`src/rtl/lsu_pkg.sv`:
```
// Shared types and helpers for the port-B load/store unit.
// Holds the access-size and FSM encodings, the RAM geometry and the fault/split rules.
package lsu_pkg;

    typedef enum logic [1:0] {
        SZ_BYTE = 2'b00,
        SZ_HALF = 2'b01,
        SZ_WORD = 2'b10,
        SZ_ILL  = 2'b11
    } mem_size_e;

    typedef enum logic [2:0] {
        ST_IDLE  = 3'd0,
        ST_BEAT0 = 3'd1,
        ST_BEAT1 = 3'd2,
        ST_DATA  = 3'd3,
        ST_RESP  = 3'd4
    } lsu_state_e;

    localparam int RAM_WORDS = 16384;
    localparam int RAM_BYTES = 131072;
    localparam int WORD_AW   = 14;

    function automatic logic [2:0] size_bytes(mem_size_e size);
        case (size)
            SZ_BYTE: size_bytes = 3'd1;
            SZ_HALF: size_bytes = 3'd2;
            SZ_WORD: size_bytes = 3'd4;
            default: size_bytes = 3'd0;
        endcase
    endfunction

    // An access straddles two 64-bit words when it runs past byte lane 7.
    function automatic logic split_f(logic [2:0] off, mem_size_e size);
        split_f = ({1'b0, off} + {1'b0, size_bytes(size)}) > 4'd8;
    endfunction

    function automatic logic fault_f(logic [31:0] addr, mem_size_e size);
        fault_f = (size == SZ_ILL)
               || (addr >= 32'(RAM_BYTES))
               || (split_f(addr[2:0], size) && (addr[16:3] == WORD_AW'(RAM_WORDS - 1)));
    endfunction

endpackage

```
`src/rtl/lsu_lane_align.sv`:
```
// Combinational lane steering: store byte-enables/data across two beats,
// and load re-alignment with sign or zero extension.
module lsu_lane_align
    import lsu_pkg::*;
(
    input  logic [2:0]   off,
    input  mem_size_e    size,
    input  logic         is_unsigned,
    input  logic [31:0]  wdata,
    input  logic [63:0]  rd_lo,
    input  logic [63:0]  rd_hi,
    output logic [15:0]  mask16,
    output logic [127:0] data128,
    output logic [31:0]  rdata
);

    logic [5:0]  sh;
    logic [3:0]  base;
    logic [31:0] raw;

    always_comb begin
        sh = {off, 3'b000};
        case (size)
            SZ_BYTE: base = 4'h1;
            SZ_HALF: base = 4'h3;
            SZ_WORD: base = 4'hF;
            default: base = 4'h0;
        endcase
        mask16  = {12'd0, base} << off;
        data128 = {96'd0, wdata} << sh;

        raw = 32'({rd_hi, rd_lo} >> sh);
        case (size)
            SZ_BYTE: rdata = is_unsigned ? {24'd0, raw[7:0]}  : {{24{raw[7]}}, raw[7:0]};
            SZ_HALF: rdata = is_unsigned ? {16'd0, raw[15:0]} : {{16{raw[15]}}, raw[15:0]};
            SZ_WORD: rdata = raw;
            default: rdata = 32'd0;
        endcase
    end

endmodule

```
`src/rtl/dmem_lsu.sv`:
```
// Load/store initiator for the 64-bit RAM port B: splits core accesses
// into one or two beats and returns a single-cycle response.
//
// state  | meaning
// IDLE   | ready for a request; a faulting request goes straight to RESP
// BEAT0  | first RAM beat on the bus (word)
// BEAT1  | second beat (word+1) of a split access; load captures beat-0 data
// DATA   | load: capture final RAM data and extend
// RESP   | rsp_valid pulse
module dmem_lsu
    import lsu_pkg::*;
(
    input  logic                 clk,
    input  logic                 rst,
    input  logic                 req_valid,
    output logic                 req_ready,
    input  logic                 req_we,
    input  logic [1:0]           req_size,
    input  logic                 req_unsigned,
    input  logic [31:0]          req_addr,
    input  logic [31:0]          req_wdata,
    output logic                 rsp_valid,
    output logic                 rsp_err,
    output logic [31:0]          rsp_rdata,
    output logic                 ram_en,
    output logic                 ram_ren,
    output logic [7:0]           ram_we,
    output logic [WORD_AW-1:0]   ram_addr,
    output logic [63:0]          ram_din,
    input  logic [63:0]          ram_dout
);

    lsu_state_e state, nstate;

    logic              lat_we, lat_uns, split_q, err_q;
    mem_size_e         lat_size;
    logic [16:0]       lat_addr;
    logic [31:0]       lat_wdata, rdata_q;
    logic [63:0]       beat0_q;

    logic              ram_en_q, ram_ren_q, ram_en_d, ram_ren_d;
    logic [7:0]        ram_we_q, ram_we_d;
    logic [WORD_AW-1:0] ram_addr_q, ram_addr_d;
    logic [63:0]       ram_din_q, ram_din_d;

    logic              accept, req_fault, req_split, idle;
    logic [2:0]        al_off;
    mem_size_e         al_size;
    logic [31:0]       al_wdata, al_rdata;
    logic [63:0]       rd_lo, rd_hi;
    logic [15:0]       mask16;
    logic [127:0]      data128;

    assign idle      = (state == ST_IDLE);
    assign req_ready = idle;
    assign accept    = req_valid & req_ready;
    assign req_fault = fault_f(req_addr, mem_size_e'(req_size));
    assign req_split = split_f(req_addr[2:0], mem_size_e'(req_size));

    // In IDLE the aligner sees the incoming request so beat 0 can be registered on accept.
    assign al_off   = idle ? req_addr[2:0] : lat_addr[2:0];
    assign al_size  = idle ? mem_size_e'(req_size) : lat_size;
    assign al_wdata = idle ? req_wdata : lat_wdata;
    assign rd_lo    = split_q ? beat0_q : ram_dout;
    assign rd_hi    = split_q ? ram_dout : 64'd0;

    lsu_lane_align u_align (
        .off         (al_off),
        .size        (al_size),
        .is_unsigned (lat_uns),
        .wdata       (al_wdata),
        .rd_lo       (rd_lo),
        .rd_hi       (rd_hi),
        .mask16      (mask16),
        .data128     (data128),
        .rdata       (al_rdata)
    );

    always_comb begin
        nstate     = state;
        ram_en_d   = 1'b0;
        ram_ren_d  = 1'b0;
        ram_we_d   = 8'd0;
        ram_addr_d = '0;
        ram_din_d  = 64'd0;
        case (state)
            ST_IDLE:  if (accept) nstate = req_fault ? ST_RESP : ST_BEAT0;
            ST_BEAT0: nstate = split_q ? ST_BEAT1 : (lat_we ? ST_RESP : ST_DATA);
            ST_BEAT1: nstate = lat_we ? ST_RESP : ST_DATA;
            ST_DATA:  nstate = ST_RESP;
            ST_RESP:  nstate = ST_IDLE;
            default:  nstate = ST_IDLE;
        endcase

        if (idle && nstate == ST_BEAT0) begin
            ram_en_d   = 1'b1;
            ram_ren_d  = ~req_we;
            ram_we_d   = req_we ? mask16[7:0] : 8'd0;
            ram_addr_d = req_addr[16:3];
            ram_din_d  = req_we ? data128[63:0] : 64'd0;
        end else if (nstate == ST_BEAT1) begin
            ram_en_d   = 1'b1;
            ram_ren_d  = ~lat_we;
            ram_we_d   = lat_we ? mask16[15:8] : 8'd0;
            ram_addr_d = lat_addr[16:3] + WORD_AW'(1);
            ram_din_d  = lat_we ? data128[127:64] : 64'd0;
        end
    end

    always_ff @(posedge clk) begin
        if (rst) begin
            state      <= ST_IDLE;
            lat_we     <= 1'b0;
            lat_uns    <= 1'b0;
            lat_size   <= SZ_BYTE;
            lat_addr   <= '0;
            lat_wdata  <= '0;
            split_q    <= 1'b0;
            err_q      <= 1'b0;
            beat0_q    <= '0;
            rdata_q    <= '0;
            ram_en_q   <= 1'b0;
            ram_ren_q  <= 1'b0;
            ram_we_q   <= '0;
            ram_addr_q <= '0;
            ram_din_q  <= '0;
        end else begin
            state      <= nstate;
            ram_en_q   <= ram_en_d;
            ram_ren_q  <= ram_ren_d;
            ram_we_q   <= ram_we_d;
            ram_addr_q <= ram_addr_d;
            ram_din_q  <= ram_din_d;
            if (accept) begin
                lat_we    <= req_we;
                lat_uns   <= req_unsigned;
                lat_size  <= mem_size_e'(req_size);
                lat_addr  <= req_addr[16:0];
                lat_wdata <= req_wdata;
                split_q   <= req_split;
                err_q     <= req_fault;
                rdata_q   <= '0;
            end
            if (state == ST_BEAT1 && !lat_we) beat0_q <= ram_dout;
            if (state == ST_DATA) rdata_q <= al_rdata;
        end
    end

    // Reset masks the strobes immediately so a beat on the bus when reset arrives is never sampled.
    assign ram_en    = ram_en_q & ~rst;
    assign ram_ren   = ram_ren_q & ~rst;
    assign ram_we    = rst ? 8'd0 : ram_we_q;
    assign ram_addr  = ram_addr_q;
    assign ram_din   = ram_din_q;

    assign rsp_valid = (state == ST_RESP);
    assign rsp_err   = rsp_valid & err_q;
    assign rsp_rdata = rsp_valid ? rdata_q : 32'd0;

endmodule

```
`config.mk`:
```
export PLATFORM = sky130hd
export DESIGN_NAME = dmem_lsu
export DESIGN_NICKNAME = d
export VERILOG_FILES = /design/src/rtl/lsu_pkg.sv /design/src/rtl/lsu_lane_align.sv /design/src/rtl/dmem_lsu.sv
export SDC_FILE = /design/constraint.sdc
export NUM_CORES = 1
export LEC_CHECK = 0
export BUFFER_PORTS_ARGS = -buffer_cell sky130_fd_sc_hd__buf_2
export CAP_MARGIN = 10
export CORE_ASPECT_RATIO = 1.4
export CORE_UTILIZATION = 53
export DETAILED_ROUTE_END_ITERATION = 8
export GPL_TIMING_DRIVEN = 0
export PLACE_DENSITY = 0.78
export SYNTH_ARGS = -nofsm -noshare
export SYNTH_HDL_FRONTEND = slang
export SYNTH_SLANG_ARGS = --single-unit
```
`constraint.sdc`:
```
create_clock -name clk -period 4.2 [get_ports clk]
set_input_delay 0.42 -clock clk [delete_from_list [all_inputs] [get_ports clk]]
set_output_delay 0.42 -clock clk [all_outputs]
set_load 0.1 [all_outputs]
```
* Yosys cells after proc, flatten, opt, wreduce, memory -nomap -nowiden
Cells that the tools add are included.
** Word-level totals
- Flip-flop bits (word level) :: 242
- Output and inout bits :: 123
- Word-level logic and storage cells :: 84
** Operators by class
- $add $sub $neg :: 2
- Order comparisons :: 2
- Eq/ne operators :: 12
- Shift operators :: 3
- Mux-type cells :: 33
- Bitwise operators :: 7
- Reductions and logical operators :: 10
** Operators by type and width (number)
- 64-bit two-way mux :: 6
- 32-bit two-way mux :: 6
- 32-bit by 6-bit left shift with 128-bit output :: 1
- 128-bit by 6-bit right shift with 32-bit output :: 1
- 32-bit case mux with 3 select lines :: 1
- 8-bit two-way mux :: 5
- 32-bit by 18-bit >= comparator with 1-bit output (second input constant) :: 1
- 14-bit two-way mux :: 2
- 4-bit by 3-bit left shift with 16-bit output :: 1
- 3-bit two-way mux :: 5
- 14-bit by 1-bit adder with 14-bit output (second input constant) :: 1
- 14-bit equality test (second input constant) :: 1
- 3-bit case mux with 4 select lines :: 1
- 4-bit case mux with 3 select lines :: 1
- 3-bit by 2-bit equality test with 1-bit output (second input constant) :: 3
- 3-bit case mux with 3 select lines :: 1
- 2-bit equality test (second input constant) :: 3
- 3-bit by 1-bit equality test with 1-bit output (second input constant) :: 2
- 3-bit by 3-bit adder with 4-bit output :: 1
- 1-bit bitwise AND :: 4
- 2-bit by 1-bit equality test with 1-bit output (second input constant) :: 2
- 4-bit > comparator (second input constant) :: 1
- 2-bit zero test :: 2
- 1-bit two-way mux :: 4
- 8 further kinds :: 13

* Depth between registers and ports, before layout
Gate-level depths: netlist of the first run.
- Depth in word-level cells :: 12
- Mapped depth :: 14
- Gate-level depth less buffers :: 9

* By module
A second synthesis of the first run with hierarchy kept.
** Unflattened totals
- Cells, all modules :: 1704
- Area total of the unflattened synthesis :: 14282.4 sq um
** Modules (own cells, without submodules)
- dmem_lsu :: times used 1, cells an instance 1174, area an instance 10358.7 sq um
- lsu_lane_align :: times used 1, cells an instance 530, area an instance 3923.8 sq um

* Worst setup path before layout of the first run
Ideal clock, no wire load.
- Kind :: flip-flop to flip-flop
- Start :: register state[0]
- End :: register rdata_q[2]
- Setup time :: 0.061 ns
- Arrival :: 3.863 ns
- Setup slack :: 0.276 ns
- Cell stages (with the launch flop) :: 12
- Path buffers :: 4
- Period minus slack after synthesis :: 3.924 ns
- Cells stage by stage :: dfxtp_1 > buf_2 > nor3_2 > buf_2 > buf_2 > buf_2 > mux2_2 > ha_1 > nor3_1 > nand2b_1 > nor2_1 > a32o_1
** Between the ends
- Cells in the longest elaborated chain, start to end :: 6
- Elaborated cells on any way between the ends :: 14
- Those cells by class :: 3 x eq/ne; 1 x shift; 6 x mux; 1 x bitwise; 3 x reduce/logical
** RTL lines
- start: declaration :: line dmem_lsu.sv:33 : lsu_state_e state, nstate;
- start signal: assignment :: line dmem_lsu.sv:128 : state <= nstate;
- 3-bit zero test * :: line dmem_lsu.sv:54 : assign idle = (state == ST_IDLE);
- via req_ready :: line dmem_lsu.sv:16 : output logic req_ready,
- 3-bit two-way mux :: line dmem_lsu.sv:61 : assign al_off = idle ? req_addr[2:0] : lat_addr[2:0];
- 128-bit by 6-bit right shift with 32-bit output :: line lsu_lane_align.sv:32 : raw = 32'({rd_hi, rd_lo} >> sh);
- 32-bit two-way mux, on equally long branches :: line lsu_lane_align.sv:35, lsu_lane_align.sv:34
- 32-bit case mux with 3 select lines :: line lsu_lane_align.sv:33 : case (size)
- 32-bit two-way mux :: line dmem_lsu.sv:145 : if (state == ST_DATA) rdata_q <= al_rdata;
- end signal: assignment :: line dmem_lsu.sv:145
- end: declaration :: line dmem_lsu.sv:38 : logic [31:0] lat_wdata, rdata_q;
Mark *: on every way through the listed nets, which the timed path passes. The rest lies on a longest branch.
A chain may end at the register's enable or synchronous reset.

* Worst setup path after layout of the first run
- Start :: register state[2]
- End :: register rdata_q[30]
** Between the ends
- Cells in the longest elaborated chain, start to end :: 6
- Elaborated cells on any way between the ends :: 14
- Those cells by class :: 3 x eq/ne; 1 x shift; 6 x mux; 1 x bitwise; 3 x reduce/logical
** RTL lines (line)
- 3-bit zero test :: dmem_lsu.sv:54
- 3-bit two-way mux :: dmem_lsu.sv:61
- 128-bit by 6-bit right shift with 32-bit output :: lsu_lane_align.sv:32
- 32-bit two-way mux, on equally long branches :: lsu_lane_align.sv:35, lsu_lane_align.sv:34
- 32-bit case mux with 3 select lines :: lsu_lane_align.sv:33
- 32-bit two-way mux :: dmem_lsu.sv:145
Parallel ways exist; a longest one is shown, timed or not.

==> run metrics, run 1 <==
status=finished, final reports clean; Die Width=134.7 microns; violation count after the first detailed-route iteration=1708; Data required, critical path=4650 ps; netlist area before placement=13060 sq um; Arr. time, crit path=4620 ps; die height=between 150 and 200 microns; max cap viols=0; count of placed standard cells in the final layout, fillers left out=2266; type of the most critical hold path=primary input to flop; total I/O pin count=258; Placed Area=14760 sq um; min cycle time layout=around 4200 ps; count of final max-slew check failures=0; setup slack at placement=-741.2 ps; slew at the pin closest to its max-slew limit=1126 ps; flip-flop and latch count after synthesis=between 200 and 250; global route total overflow=0; Static Leakage=roughly 6.3 nW; relative area change from synthesis to final layout=19.23%; maximum fanout encountered on the critical timing path=10; top post-synthesis cells by area=sky130_fd_sc_hd__dfxtp_1 37%, sky130_fd_sc_hd__nand2_1 10%, sky130_fd_sc_hd__a21oi_1 7.5%, sky130_fd_sc_hd__mux2i_1 6.6%, sky130_fd_sc_hd__nand3_1 2.6%; tightest slew margin relative to the limit=0.2301; placed cell count=about 2200; drc violations=0; top-area cell type share of the netlist area=0.3710; predominant post-synthesis flop cell=sky130_fd_sc_hd__dfxtp_1; cell types with the highest counts after synthesis=349 x sky130_fd_sc_hd__nand2_1, 242 x sky130_fd_sc_hd__dfxtp_1, 196 x sky130_fd_sc_hd__a21oi_1; number of optimization iterations in the first detailed-route pass=6; endpoints failing setup=0; average wire per standard cell=25.39 microns; number of instances in the synthesized netlist=roughly 1700; proportion of layout cells with a drive suffix above 1=0.2102; via count of the routed design=14820; total non-filler cell area in the finished layout=15570 sq um; critical path start-end classification=flop to flop; maximum VDD drop=0.4277 mV; placed wire-length estimate=44.24 mm; crit-path cells=buf_2 -> nor3_4 -> buf_4 -> buf_2 -> buf_2 -> mux2i_2 -> ha_1 -> clkbuf_2 -> nand4_1 -> o22ai_2 -> a21oi_1 -> a311oi_2; final hold slack=106.4 ps; Die Area=25280 sq um; clock-pin transition on the worst setup and hold timing paths=70 ps; total power consumption of the routed design=5.583 mW; count of antenna-violating nets left after detailed routing=0; total global-route track usage=0.4462; register area share after synthesis=0.3710; average via count per standard cell=6.539; most common cell type on the critical path=sky130_fd_sc_hd__buf_2; sequential share of power=0.421; CP Buf/Inv Count=5; clock latency at the later pin of the worst-skew pair=between 500 and 600 ps; async set-reset flop share out of synthesis=0; clock skew=11.49 ps; Sinks on Clock Net=between 200 and 250; worst-case clock buffer depth=3; TritonCTS clock tree=built; Post-Synthesis Mean Instance Area=approximately 8 sq um; H-tree level count=1; setup repair after global routing missed its margin=no; TritonCTS buffer count=24; internal power contribution=~3.8 mW; Synthesized Nets=between 1500 and 2000; Clock Power Share=0.383; largest area contributor in the synthesized netlist=sky130_fd_sc_hd__dfxtp_1; top-count cell post-synth=sky130_fd_sc_hd__nand2_1; standard-cell rows=67; count of flip-flops with a built-in enable after synthesis=0; share of the clock period used by the worst path after layout=0.9929; final critical-path setup slack=29.85 ps; core area=around 24000 sq um; Total Routed Length=~58 mm; switching power=~1.8 mW; number of library cell types mapped by synthesis=82; largest net degree at the start of global routing=17; type of element launching the critical path=flop; antenna violations before repair=1; switch share=0.3145; global placer's final weighted congestion=1.037; vias in the first global route=14440; family with the most delay on the worst path=buffers and inverters; total power per unit cell area=around 360 nW/um^2; Max Fclk=0.2398 GHz; NumNets Final=2083; Fill cells=~2100; largest incremental delay on the critical path=520 ps; hold violation total from the final report=0; final total negative setup slack=0 ps; post-route core utilization=0.6472; cell type of the slowest stage on the worst timing path=sky130_fd_sc_hd__o22ai_2; total of warnings raised by yosys=0; Gate power share=0.196; cell at the root of the clock tree=sky130_fd_sc_hd__clkbuf_16; Port Buffers=257; type of element capturing the critical path=flop; wire length of the first global-routing pass=84.42 mm; starting density of the core=0.5428
## final timing paths
check,startpoint,endpoint,slack [ps],cells after the start
setup / recovery,state[2],rdata_q[30],30,12
hold / removal,req_addr[5],ram_addr[2],110,3
setup reg to reg,state[2],rdata_q[30],30,12
hold reg to reg,beat0_q[8],beat0_q[8],450,2
## what timing repair did
action,CTS,global route
gates resized for setup,9,0
endpoints found under the setup margin,33,0
hold buffers,0,0
setup buffers,1,0
## power groups by stage
stage / sequential, mW / combinational [mW] / clock [mW]
CTS: 2.35 / 1.04 / 2.12
floorplan: 2.40 / 0.610 / 0
global placement: 2.40 / 1.02 / 0
detailed placement: 2.40 / 1.03 / 0
global route: 2.35 / 1.13 / 2.23
finish: 2.35 / 1.10 / 2.14
## cells by family (layout without fill, tap and decap cells)
kind of cell / count (synthesis) / count (layout) / share of synthesized area
AOI/OAI and AO/OA: 472 / 472 / 0.2369
xor gates and xnor gates: 15 / 15 / 0.01006
adders and majority gates: 9 / 9 / 0.009198
buffers and inverters: 152 / 454 / 0.04982
DFF: 242 / 242 / 0.3710
muxes: 111 / 111 / 0.09264
other: 0 / 1 / 0
and+or+nand+nor: 652 / 652 / 0.2304
## layout by cell type (no fill, tap or decap), types with 20 or more instances in the layout
cell type / instances
sky130_fd_sc_hd__dfxtp_1: 242
sky130_fd_sc_hd__mux2i_1: 85
sky130_fd_sc_hd__a21oi_1: 196
sky130_fd_sc_hd__nand3_1: 68
sky130_fd_sc_hd__nand2_1: 349
sky130_fd_sc_hd__clkbuf_1: 81
sky130_fd_sc_hd__o22ai_1: 33
sky130_fd_sc_hd__a311oi_1: 22
sky130_fd_sc_hd__and3_1: 37
sky130_fd_sc_hd__a31oi_1: 20
sky130_fd_sc_hd__nor2_1: 72
sky130_fd_sc_hd__nor2b_1: 42
sky130_fd_sc_hd__o21ai_0: 40
sky130_fd_sc_hd__buf_2: 307
sky130_fd_sc_hd__a211oi_1: 43
sky130_fd_sc_hd__clkbuf_16: 24
## state kept, by name (all words and copies together), names as in the netlist, 2 cells and up
signal     flops
rdata_q       32
lat_addr      17
ram_din       64
state          3
ram_we_q       8
lat_wdata     32
beat0_q       64
ram_addr      14
lat_size       2
## worst register-to-register path, stage by stage, from the launching register on
cell and delay (ps):
sky130_fd_sc_hd__dfxtp_1 300, sky130_fd_sc_hd__buf_2 160, sky130_fd_sc_hd__nor3_4 210, sky130_fd_sc_hd__buf_4 260, sky130_fd_sc_hd__buf_2 360, sky130_fd_sc_hd__buf_2 380, sky130_fd_sc_hd__mux2i_2 420, sky130_fd_sc_hd__ha_1 390
sky130_fd_sc_hd__clkbuf_2 360, sky130_fd_sc_hd__nand4_1 380, sky130_fd_sc_hd__o22ai_2 520, sky130_fd_sc_hd__a21oi_1 110, sky130_fd_sc_hd__a311oi_2 250
## layout make-up
type | instances | area (sq um) | share of cell area
multi-input combinational | 1259 | 7612 | 0.4889
sequential | 242 | 4845 | 0.3111
timing repair buffer | 261 | 1314 | 0.08437
clock buffer | 30 | 653.1 | 0.04194
buffer | 143 | 620.6 | 0.03986
tap | 310 | 387.9 | 0.02491
clock inverter | 12 | 106.4 | 0.006830
inverter | 8 | 30.03 | 0.001928
antenna | 1 | 2.502 | 0.0001607
## per-layer routing
layer / GRT usage / vias to the layer above / share of wire
li1: - / 6539 / -
met1: 0.4541 / 6849 / 0.33
met2: 0.7623 / 1062 / 0.47
met3: 0.08164 / 367 / 0.090
met4: 0.4170 / 0 / 0.11
met5: 0 / - / 0
Note: power is estimated with default switching activity, not from simulation.
==> inputs of run 2 (changes only) <==
--- a/config.mk
+++ b/config.mk
@@ -10,7 +10,6 @@
 export CORE_ASPECT_RATIO = 1.4
 export CORE_UTILIZATION = 53
 export DETAILED_ROUTE_END_ITERATION = 8
-export GPL_TIMING_DRIVEN = 0
 export PLACE_DENSITY = 0.78
 export SYNTH_ARGS = -nofsm -noshare
 export SYNTH_HDL_FRONTEND = slang
==> run 2 against run 1 <==
Global-route usage down 9.6 points. Count of clock-buffer cells in the layout rose by 1. Largest cell class unchanged. Combinational power shrank 13%. Cell count decreased by 4.6%. Highest routed layer unchanged.
==> run metrics, run 2 (same netlist as run 1, synthesis figures left out) <==
status=finished, final reports clean; post-cts gate resize count=0; tightest slew margin relative to the limit=0.04284; vias in the first global route=~13000; clock latency at the later pin of the worst-skew pair=540 ps; relative area change from synthesis to final layout=16.99%; die height=between 150 and 200 microns; clock-pin transition on the worst setup and hold timing paths=roughly 70 ps; proportion of layout cells with a drive suffix above 1=0.2142; Arr. time, crit path=3900 ps; Max Fclk=0.2926 GHz; Hold-fix buffers, CTS=0; Total Routed Length=45.29 mm; via count of the routed design=13450; type of the most critical hold path=primary input to flop; Fill cells=2128; placed wire-length estimate=between 30 and 40 mm; Port Buffers=257; R2R Setup Slk=a little under 800 ps; Die Area=25280 sq um; Post-CTS Setup Repair Bufs=0; total power per unit cell area=361.6 nW/um^2; reg-to-reg critical path endpoint=rdata_q[5]; average wire per standard cell=20.96 microns; endpoints failing setup=0; Sinks on Clock Net=~240; worst-case clock buffer depth=3; global placer's final weighted congestion=1.006; max cap viols=0; total global-route track usage=0.3499; start point of the critical path=state[2]; maximum VDD drop=0.2993 mV; startpoint of the worst-slack reg-to-reg timing path=state[2]; Static Leakage=6.177 nW; post-route core utilization=0.6350; average via count per standard cell=6.224; slew at the pin closest to its max-slew limit=1418 ps; starting density of the core=0.5428; drc violations=0; wire length of the first global-routing pass=68.99 mm; critical path start-end classification=flop to flop; setup repair after global routing missed its margin=no; cell at the root of the clock tree=sky130_fd_sc_hd__clkbuf_16; TritonCTS clock tree=built; commonest non-fill, non-tap cell in the layout=sky130_fd_sc_hd__nand2_1; total power consumption of the routed design=5.524 mW; NumNets Final=1975; hold violation total from the final report=0; global route total overflow=0; share of the clock period used by the worst path after layout=0.8138; antenna violations before repair=0; type of element launching the critical path=flop; total I/O pin count=roughly 260; area of combinational cells with multiple inputs=about 7600 sq um; min cycle time layout=~3400 ps; violation count after the first detailed-route iteration=1159; FF/Latch Area=4848 sq um; largest net degree at the start of global routing=66; Data required, critical path=between 4000 and 5000 ps; clock skew=24.67 ps; count of cells along the worst register-to-register path=5; final total negative setup slack=0 ps; count of antenna-violating nets left after detailed routing=0; crit-path cells=buf_4 -> o31a_1 -> nor2_4 -> o311ai_0 -> a32o_1; type of element capturing the critical path=flop; count of final max-slew check failures=0; number of optimization iterations in the first detailed-route pass=5; maximum fanout encountered on the critical timing path=42; standard-cell rows=67; H-tree level count=1; Worst Setup EP=rdata_q[5]; largest incremental delay on the critical path=1230 ps; leading cell types in the layout, fill and taps excluded=345 x sky130_fd_sc_hd__nand2_1, 256 x sky130_fd_sc_hd__buf_2, 241 x sky130_fd_sc_hd__dfxtp_1; Die Width=134.7 microns; TritonCTS buffer count=24; cell type of the slowest stage on the worst timing path=sky130_fd_sc_hd__o311ai_0; core area=~24000 sq um
==> run 2: cell type report <==
cell class              count  share of cell area
diodes                      2           0.0003276
flip-flops and latches    242              0.3173
repair buffers            296              0.1035
multi-input cells        1259              0.4990
clock buffers              31             0.04308
inverters                   8            0.001965
well taps                 310             0.02539
clock inverters            13            0.009418
==> run 2: where the power goes <==
group | internal [mW] | switching, mW
sequential | 2.33 | 0.0337
clock | 1.25 | 0.962
combinational | 0.314 | 0.642
==> run 2: worst min path at each step <==
stage,from,endpoint,depth (start not counted)
after floorplan,rdata_q[25],rdata_q[25],2
after global placement,beat0_q[8],beat0_q[8],2
after detailed placement,beat0_q[11],beat0_q[11],2
after CTS,req_unsigned,lat_uns,3
after global routing,req_unsigned,lat_uns,3
final,req_unsigned,lat_uns,3
==> run 2: critical path: cells and delay by family (launching register included) <==
kind | cells | cell delay [ps]
AOI/OAI and AO/OA | 3 | 2050
buffers and inverters | 1 | 450
and+or+nand+nor | 1 | 250
DFF | 1 | 630
==> run 2: routing by layer <==
layer / wire length (microns) / track usage / up-vias
met4: 3250 / 0.2446 / 0
met3: 3022 / 0.05272 / 169
met1: 16310 / 0.3782 / 6315
li1: - / - / 6306
met2: 22710 / 0.6182 / 660
met5: 0 / 0 / -
==> run 2: metrics by stage <==
stage	cells	hold slack (ps)	instance area, sq um	worst slack [ps]
detailed placement	2115	443.5	14470	695.9
floorplan	1653	424.1	13060	276.2
CTS	2159	117.2	15270	975.4
finish	2161	118.5	15280	782.2
global placement	2115	437.0	14470	778.0
global route	2159	120.6	15270	665.4
